<file path="src/rtl/pulse_gen_pkg.sv">
// pulse_gen_pkg: state encoding and phase-timer sizing shared by the pulse train generator
package pulse_gen_pkg;
  typedef enum logic [1:0] {IDLE, HIGH, LOW, DONE} state_t;
  function automatic int timer_w(input int hi, input int lo);
    return $clog2(hi > lo ? hi : lo) + 1;
  endfunction
endpackage

</file>
<file path="src/rtl/pulse_train_gen_phase_timer.sv">
// phase_timer: loadable down-counter; expire marks the last cycle of a phase (count == 1)
module phase_timer #(
  parameter int W = 2
) (
  input  logic         clk,
  input  logic         rst,
  input  logic         load,
  input  logic [W-1:0] load_val,
  input  logic         enable,
  output logic         expire
);
  logic [W-1:0] r_cnt;
  always_ff @(posedge clk)
    if (rst) r_cnt <= '0;
    else if (load) r_cnt <= load_val;
    else if (enable && r_cnt != '0) r_cnt <= r_cnt - W'(1);
  assign expire = r_cnt == W'(1);
endmodule

</file>
<file path="src/rtl/pulse_train_gen.sv">
// pulse_train_gen: emits num pulses of HI_W cycles high separated by LO_W cycles low, then a done strobe
module pulse_train_gen
  import pulse_gen_pkg::*;
#(
  parameter int CNT_W = 4,
  parameter int HI_W  = 1,
  parameter int LO_W  = 1
) (
  input  logic             clk,
  input  logic             rst,
  input  logic             start,
  input  logic [CNT_W-1:0] num,
  input  logic             abort,
  output logic             out,
  output logic             busy,
  output logic             done,
  output logic [CNT_W-1:0] remaining
);
  localparam int TW = timer_w(HI_W, LO_W);
  state_t           r_state, w_nxt;
  logic [CNT_W-1:0] r_rem, w_rem, w_dec;
  logic [TW-1:0]    w_load_val;
  logic             w_load, w_expire, w_en;
  logic             r_out, r_busy, r_done;
  assign w_dec = (r_rem != '0) ? r_rem - CNT_W'(1) : r_rem;
  assign w_en  = r_state == HIGH || r_state == LOW;
  always_comb begin
    w_nxt      = r_state;
    w_rem      = r_rem;
    w_load     = 1'b0;
    w_load_val = TW'(HI_W);
    case (r_state)
      IDLE: if (start && !abort) begin
        w_nxt  = (num != '0) ? HIGH : DONE;
        w_rem  = num;
        w_load = 1'b1;
      end
      HIGH: if (w_expire) begin
        w_rem      = w_dec;
        w_nxt      = (w_dec == '0) ? DONE : LOW;
        w_load     = 1'b1;
        w_load_val = TW'(LO_W);
      end
      LOW: if (w_expire) begin
        w_nxt  = HIGH;
        w_load = 1'b1;
      end
      DONE: begin
        w_nxt = IDLE;
        w_rem = '0;
      end
    endcase
    // abort beats any phase progress, including the final decrement
    if (abort && r_state != IDLE) begin
      w_nxt = IDLE;
      w_rem = '0;
    end
  end
  phase_timer #(.W(TW)) u_timer (
    .clk      (clk),
    .rst      (rst),
    .load     (w_load),
    .load_val (w_load_val),
    .enable   (w_en),
    .expire   (w_expire)
  );
  always_ff @(posedge clk)
    if (rst) begin
      r_state <= IDLE;
      r_rem   <= '0;
      r_out   <= 1'b0;
      r_busy  <= 1'b0;
      r_done  <= 1'b0;
    end else begin
      r_state <= w_nxt;
      r_rem   <= w_rem;
      r_out   <= w_nxt == HIGH;
      r_busy  <= w_nxt != IDLE;
      r_done  <= w_nxt == DONE;
    end
  assign out       = r_out;
  assign busy      = r_busy;
  assign done      = r_done;
  assign remaining = r_rem;
endmodule
</file>
<file path="config.mk">
export PLATFORM = sky130hd
export DESIGN_NAME = pulse_train_gen
export DESIGN_NICKNAME = d
export VERILOG_FILES = /design/src/rtl/pulse_gen_pkg.sv /design/src/rtl/pulse_train_gen_phase_timer.sv /design/src/rtl/pulse_train_gen.sv
export SDC_FILE = /design/constraint.sdc
export NUM_CORES = 1
export LEC_CHECK = 0
export CORE_MARGIN = 10
export CORE_UTILIZATION = 48
export CTS_CLUSTER_SIZE = 14
export DETAILED_ROUTE_END_ITERATION = 8
export PLACE_DENSITY = 0.76
export SLEW_MARGIN = 20
export SYNTH_ARGS = -nofsm -noshare
export SYNTH_HDL_FRONTEND = slang
export SYNTH_SLANG_ARGS = --single-unit
</file>
<file path="constraint.sdc">
create_clock -name clk -period 2.4 [get_ports clk]
set_clock_uncertainty 0.15 [all_clocks]
set_input_delay 0.48 -clock clk [delete_from_list [all_inputs] [get_ports clk]]
set_output_delay 0.48 -clock clk [all_outputs]
set_load 0.02 [all_outputs]
</file>
==> flow_results.org, run 1 <==
** Timing
- The final hold violation count is 0.
- Highest clock frequency the design can meet :: 476 MHz
- Setup violation total in the final timing report :: 0
- Relative slew slack :: 74.7%
- Final count of pins violating max slew :: 0
- Of the available clock period, the critical path in the final layout requires 87.6%.
- For the pin with the worst max-slew slack, the measured transition is 0.370 ns.
- Setup repair after global routing left no endpoint under its margin.
- Total negative setup slack :: 0 ns
- Worst path setup slack after routing :: 0.299 ns
- For the finished layout, the period the worst path requires is 2.10 ns.

** Worst setup path
- The critical path is of the reg -> out type.
- The worst register-to-register path ends at out.
- On the worst path, the slowest cell contributes a delay of 0.67 ns.
- Highest net fanout along the worst path :: 7
- STA classifies the critical path endpoint as an output port.
- CP max stage cell :: sky130_fd_sc_hd__clkdlybuf4s50_1
- Required time worst endpoint :: 1.77 ns
- FF-to-FF setup slack :: 0.40 ns
- Data arrival, critical path :: 1.47 ns
- Type of origin of the critical path :: register
- Crit path buf inv count :: 1
- The worst register-to-register path begins at remaining[0].
- Traced cell by cell, the critical path runs through clkdlybuf4s50_1.
- For the worst flop-to-flop path, the logic depth is 6.
- Crit-path leading delay family :: buffers and inverters

** Hold path
- The worst hold path terminates at remaining[1].
- Source of the worst hold timing path :: remaining[1]
- Hold Path Class :: reg -> reg
- Counting instances, the worst hold path has a depth of 2.

** Yosys
- Synthesis produced 79 cells.
- Dividing the synthesized area by the synthesized cell count gives 8.60 µm².
- Synthesis Warnings :: 0
- In this run, distinct cell masters in the synthesized netlist total 30.
- Synthesized Nets :: 93
- For this run, the register share of the synthesized area comes to 29.5%.
- Counting flops and latches in the post-synthesis netlist gives 10.
- Synthesized cell area :: 679 µm²

** Floorplan
- The floorplan step set the die width to 57.6 µm.
- Floorplan row count :: 13
- The core region is 1320 µm².
- The initial utilization of the core area, before any placement, comes to 51.6%.
- In this run the vertical extent of the chip is 57.6 µm.
- Total I/O pin count :: 15
- Die Area :: 3320 µm²

** Global routing
- The first global-routing pass estimated 2.70 mm of wire.
- Overflow left after global routing :: 0
- Combined global-route utilization of all metal layers :: 10.1%
- Via count of the first global-routing pass :: 621
- The initial antenna violation count was 0.
- Pin count of the biggest net entering global routing :: 9

** Power
- Per report_power, the clock group accounts for 26.8% of the total.
- Maximum vdd ir drop :: 0.349 mV
- For this design the total switching power over the nets is 0.191 mW.
- Final Power :: 0.573 mW
- Of the total power, the share spent switching nets is 33.4%.
- Power density over the cells :: 664 nW/µm²
- For this design the static power due to leakage is 0.340 nW.
- Combinational fraction of design power :: 36.9%
- The internal portion of the total power is 0.382 mW.
- Part of the power in registers :: 36.3%

** Layout
- Commonest cells after routing, fill and taps aside :: 14 x sky130_fd_sc_hd__clkdlybuf4s50_1, 10 x sky130_fd_sc_hd__dfxtp_1, 8 x sky130_fd_sc_hd__nor2_1, 7 x sky130_fd_sc_hd__inv_1, 6 x sky130_fd_sc_hd__ha_1
- Core occupancy in the finished layout :: 65.5%
- In the final layout, the share of cells above drive strength 1 is 10.5%.
- Antenna diode count :: 0
- For this run, the post-layout net count is 110.
- P&R area growth vs syn :: 27.1%
- Fill cells in the final layout number 120.
- Leaving out fill and tap cells, the most frequent cell in the layout is sky130_fd_sc_hd__clkdlybuf4s50_1.

** Placed design
- Worst setup slack before clock tree synthesis :: 0.184 ns
- Input/output buffers :: 14
- Global placement routability congestion :: 0.813
- The HPWL after detailed placement is 1.27 mm.

** Detailed routing
- Once detail routing completed, the nets flagged for antenna violations numbered 0.
- Using the TritonRoute via totals, the vias-per-cell ratio works out to 5.45.
- Violation count after the first detailed-route iteration :: 13
- Wire length reported by the detailed router :: 1.54 mm
- The pre-antenna-repair detailed-routing pass consisted of 3 iterations.
- For this block, the via count after detailed routing is 599.
- Dividing the detail-routed wire length by the instance count gives 14.0 µm.
- After detailed routing, the number of remaining DRC violations is 0.

** Clocking
- Buffers inserted to repair hold after CTS numbered 0.
- Post-CTS repair timing setup buffer count :: 0
- After clock tree synthesis, the clock-pin slew on the worst setup and hold paths is 0.07 ns.
- Number of buffers added by the clock tree synthesis step :: 3
- Clock latency at the later pin of the worst-skew pair :: 0.27 ns
- Number of H-tree branching levels :: 1
- The clock passes through at most 2 buffers.
- CTS Root Buffer Type :: sky130_fd_sc_hd__clkbuf_4
- Once the clock tree was built, the resizer swapped 0 gates to a different size.
- TritonCTS Sinks :: 10
- TritonCTS built the clock tree.

** Run
- Across the run, the number of max-cap violations was 0.

** Status
- The run finished with clean final reports.
-- power groups by stage --
stage	Combinational [mW]	Clock, mW	Sequential (mW)
floorplan	0.135	0	0.220
global placement	0.208	0	0.211
detailed placement	0.213	0	0.212
CTS	0.214	0.162	0.208
global route	0.235	0.167	0.212
finish	0.212	0.154	0.208
-- cell usage after synthesis, drive strengths merged --
cell type  instances  share of area [%]
o41a               1                1.7
o21ai              1               0.74
nor2               8                4.4
nor2b              2                1.8
clkbuf             2                1.1
ha                 6                 11
mux2               1                1.7
nor3               6                5.2
mux2i              4                5.9
a21oi              5                3.7
nand2b             2                1.8
o21a               1                1.1
or2                2                1.8
a2111oi            1                1.3
a211o              1                1.3
xnor2              1                1.3
inv                7                3.9
buf                1                1.7
o32ai              1                1.3
o22ai              1               0.92
nand2              4                2.2
or4                1                1.1
nor3b              5                7.9
o211ai             1                1.1
a221oi             1                1.3
dfxtp             10                 29
a211oi             3                3.3
-- registers in the layout, summed over array words and instances, names as in the netlist --
register        cells
done                1
u_timer.expire      1
remaining           4
busy                1
r_state             2
out                 1
-- stage by stage --
stage | area (µm²) | instances | hold slack (ns)
3_5_place_dp | 827 | 106 | 0.343
2_1_floorplan | 679 | 79 | 0.364
6_report | 863 | 110 | 0.360
5_1_grt | 863 | 110 | 0.401
3_3_place_gp | 827 | 106 | 0.339
4_1_cts | 863 | 110 | 0.353
-- cell families after synthesis --
| kind of cell | synth area share (%) |
|---|---|
| XOR/XNOR | 1.29 |
| flip-flops | 29.5 |
| buffers and inverters | 6.63 |
| multiplexers | 7.55 |
| AO/OA/AOI/OAI | 17.7 |
| adder cells (fa/ha/maj) | 11.0 |
| AND/OR/NAND/NOR | 26.3 |
-- metal layers --
metal / GRT usage, % / part of all wire (%) / vias to the layer above
met5: 0 / 0 / -
met4: 4.03 / 1.1 / 0
met3: 5.66 / 6.9 / 3
met2: 16.9 / 50 / 11
met1: 10.1 / 42 / 274
li1: - / - / 311
-- area by class of cell --
type / count / area (µm²) / share of cell area [%]
Clock buffer: 4 / 36.3 / 4.20
Inverter: 7 / 26.3 / 3.04
Multi-Input combinational cell: 59 / 434 / 50.3
Sequential cell: 10 / 200 / 23.2
Tap cell: 15 / 18.8 / 2.17
Timing Repair Buffer: 15 / 148 / 17.1
-- worst max path at each step --
| stage | from | to | slack [ns] | cells after the start |
|---|---|---|---|---|
| after detailed placement | abort | remaining[3] | 0.18 | 5 |
| after floorplan | remaining[0] | out | 0.44 | 6 |
| final | remaining[2] | remaining[2] | 0.30 | 1 |
| after global placement | abort | remaining[3] | 0.22 | 5 |
| after CTS | remaining[2] | remaining[2] | 0.28 | 1 |
| after global routing | remaining[2] | remaining[2] | 0.21 | 1 |
(Power assumes the default switching activity.)
==> run 2: changes to the inputs <==
- CORE_MARGIN: 10 -> 1.5
- CORE_UTILIZATION: 48 -> 45
- MAX_ROUTING_LAYER: not set -> met4
- PLACE_DENSITY: 0.76 -> 0.72
==> run 2 against run 1 <==
Register-to-register slack hardly changed. Final cell count unchanged. Sequential cell count did not move. Via count rose by 1.8%. Critical path depth stayed put. First-iteration DRC count fell by 31%. Sequential power hardly changed. Die area down 47%. Non-clock buffer count unchanged. Clock power barely moved. Design area is the same. Critical endpoint unchanged. Largest cell class unchanged.
==> flow_results.org, run 2 (synthesized netlist as in run 1, its figures left out) <==
** Timing
- Count of endpoints failing hold in the final timing report :: 0
- For the pin with the worst max-slew slack, the measured transition is 0.379 ns.
- The number of pins with negative max-slew slack in the final report is 0.
- Setup violations remaining at the end of the flow were counted as 0.
- Final period demand of the worst path :: 2.08 ns
- For this run, the top clock speed supported by timing is 481 MHz.
- Setup repair after global routing left no endpoint under its margin.
- In the finished design, the share of the clock period the worst path needs comes to 86.6%.
- Relative slew slack :: 74.1%
- After routing, the total negative slack on setup checks comes to 0 ns.

** Global routing
- Pin count of the biggest net entering global routing :: 9
- The first global-routing pass estimated 2.50 mm of wire.
- Global routing finished with a remaining overflow of 0.
- Number of antenna violations at the first check in global routing :: 0
- The number of global-route vias before repair is 582.
- Combined global-route utilization of all metal layers :: 18.8%

** Floorplan
- Core Footprint :: 1350 µm²
- Initial Utilization :: 50.3%
- The floorplan step defined a die boundary enclosing 1750 µm².
- Total I/O pin count :: 15
- Floorplan row count :: 13
- Measured along the x axis, the die boundary spans 41.9 µm.
- From bottom edge to top edge, the die measures 41.9 µm.

** Power
- Maximum vdd ir drop :: 0.344 mV
- Static leakage power :: 0.340 nW
- Power density over the cells :: 660 nW/µm²

** Placed design
- Detailed Place HPWL :: 1.14 mm
- Global placement routability congestion :: 0.803
- Buffers placed on the I/O ports in this run total 14.
- Counting tap cells, the placed design contains a total of 106 instances.

** Detailed routing
- For this block, the initial DRC count from the detailed router was 9.
- The first TritonRoute pass finished after 4 iterations.
- Wire length reported by the detailed router :: 1.40 mm
- Detail-routed via count per cell :: 5.55
- After detailed routing, the average wire length per cell comes to 12.7 µm.
- The routed layout has 610 vias.
- Final ANT Viol Nets :: 0
- For this run, design rule violations remaining after detail routing come to 0.

** Worst setup path
- Broken down by cell family, the worst path's largest delay share belongs to buffers and inverters.
- The largest single stage delay on the critical path is 0.67 ns.
- Among all stages on the critical path, the largest delay is contributed by sky130_fd_sc_hd__clkdlybuf4s50_1.
- The critical path goes through clkdlybuf4s50_1.
- Required time worst endpoint :: 1.77 ns
- Terminus of the critical flop-to-flop path :: out
- Data on the critical path arrives at its endpoint at 1.45 ns.
- Counting both buffers and inverters, the worst setup path holds a total of 1.
- The worst setup path is captured at an output port.
- The startpoint identified for the worst register-to-register timing path is remaining[0].
- Highest net fanout along the worst path :: 7
- Worst-case reg-to-reg path depth :: 6
- The critical path is of the reg -> out type.
- The worst setup path is launched from a register.
- The worst register-to-register path has a setup slack of 0.41 ns.

** Clocking
- Number of H-tree branching levels :: 1
- The cell sitting at the root of the clock tree is a sky130_fd_sc_hd__clkbuf_4.
- Clock tree synthesis found a total of 10 sinks.
- Cts repair resizes :: 0
- Hold bufs inserted after CTS :: 0
- The longest clock path from root to sink contains 2 buffers.
- Clock latency at the later pin of the worst-skew pair :: 0.27 ns
- Post-CTS repair timing setup buffer count :: 0
- The number of clock buffers added by TritonCTS is 3.
- Clock transition at the registers of the reported paths :: 0.07 ns
- TritonCTS built the clock tree.

** Status
- The flow ran to the end, and the final reports show no timing, DRC or antenna violations.

** Layout
- The repair_antennas step left the layout with diodes totalling 0.
- P&R area growth vs syn :: 27.1%
- Commonest cells after routing, fill and taps aside :: 14 x sky130_fd_sc_hd__clkdlybuf4s50_1, 10 x sky130_fd_sc_hd__dfxtp_1, 8 x sky130_fd_sc_hd__nor2_1, 7 x sky130_fd_sc_hd__inv_1, 6 x sky130_fd_sc_hd__ha_1
- The final layout contains 110 nets.
- The register with the most flip-flops in the layout has 4 of them.
- Layout cells sized above 1 :: 10.5%
- Leaving out filler cells and counting taps, the final layout contains 110.
- Most frequent standard cell in the layout excluding fill and tap cells :: sky130_fd_sc_hd__clkdlybuf4s50_1

** Hold path
- End point of the most critical hold path :: remaining[1]
- Hold path cells :: 2
- Source of the worst hold timing path :: remaining[1]
- The worst hold path belongs to the class reg -> reg.

** Run
- Max-cap violations in this run came to 0.
[run 2: cell counts in the layout (fill, tap and decap cells not counted)]
No cell type changed its count.
[run 2: layer usage]
metal,wire [µm],GRT usage (%)
met5,0,-
met4,0,1.94
met3,72,6.52
met2,744,33.8
met1,580,20.5
[run 2: through the flow]
stage               utilization, %  cell area (µm²)  hold WS, ns  setup slack (ns)  power [mW]
floorplan                        -              679        0.364             0.443       0.355
global placement              61.3              827        0.333             0.232       0.417
detailed placement            61.3              827        0.337             0.203       0.422
CTS                           63.9              863        0.350             0.303       0.577
global route                  63.9              863        0.388             0.224       0.612
finish                        63.9              863        0.345             0.323       0.569
[run 2: how the worst max path moves through the flow]
stage                       from           end  slack [ns]  cells past startpoint
detailed placement        num[1]           out        0.20                      5
global placement          num[0]           out        0.23                      5
finish              remaining[2]  remaining[2]        0.32                      1
floorplan           remaining[0]           out        0.44                      6
CTS                 remaining[2]  remaining[2]        0.30                      1
global route        remaining[0]           out        0.22                      6
[run 2: report_power, final]
group	total, mW	internal, mW	switching [mW]
logic	0.209	0.105	0.104
registers	0.207	0.184	0.0237
clock network	0.153	0.0921	0.0607
total	0.569	0.381	0.189
[run 2: final cells by class]
cell class              count  area (µm²)
repair buffers             15         148
clock buffers               4        36.3
inverters                   7        26.3
fillers                   127         487
flip-flops and latches     10         200
multi-input cells          59         434
well taps                  15        18.8
[run 2: worst register-to-register path: stages (launching register included)]
cell,delay (ns)
sky130_fd_sc_hd__dfxtp_1,0.36
sky130_fd_sc_hd__inv_1,0.10
sky130_fd_sc_hd__ha_1,0.26
sky130_fd_sc_hd__nor3b_4,0.28
sky130_fd_sc_hd__mux2i_1,0.14
sky130_fd_sc_hd__o41a_1,0.44
sky130_fd_sc_hd__nor3b_2,0.19
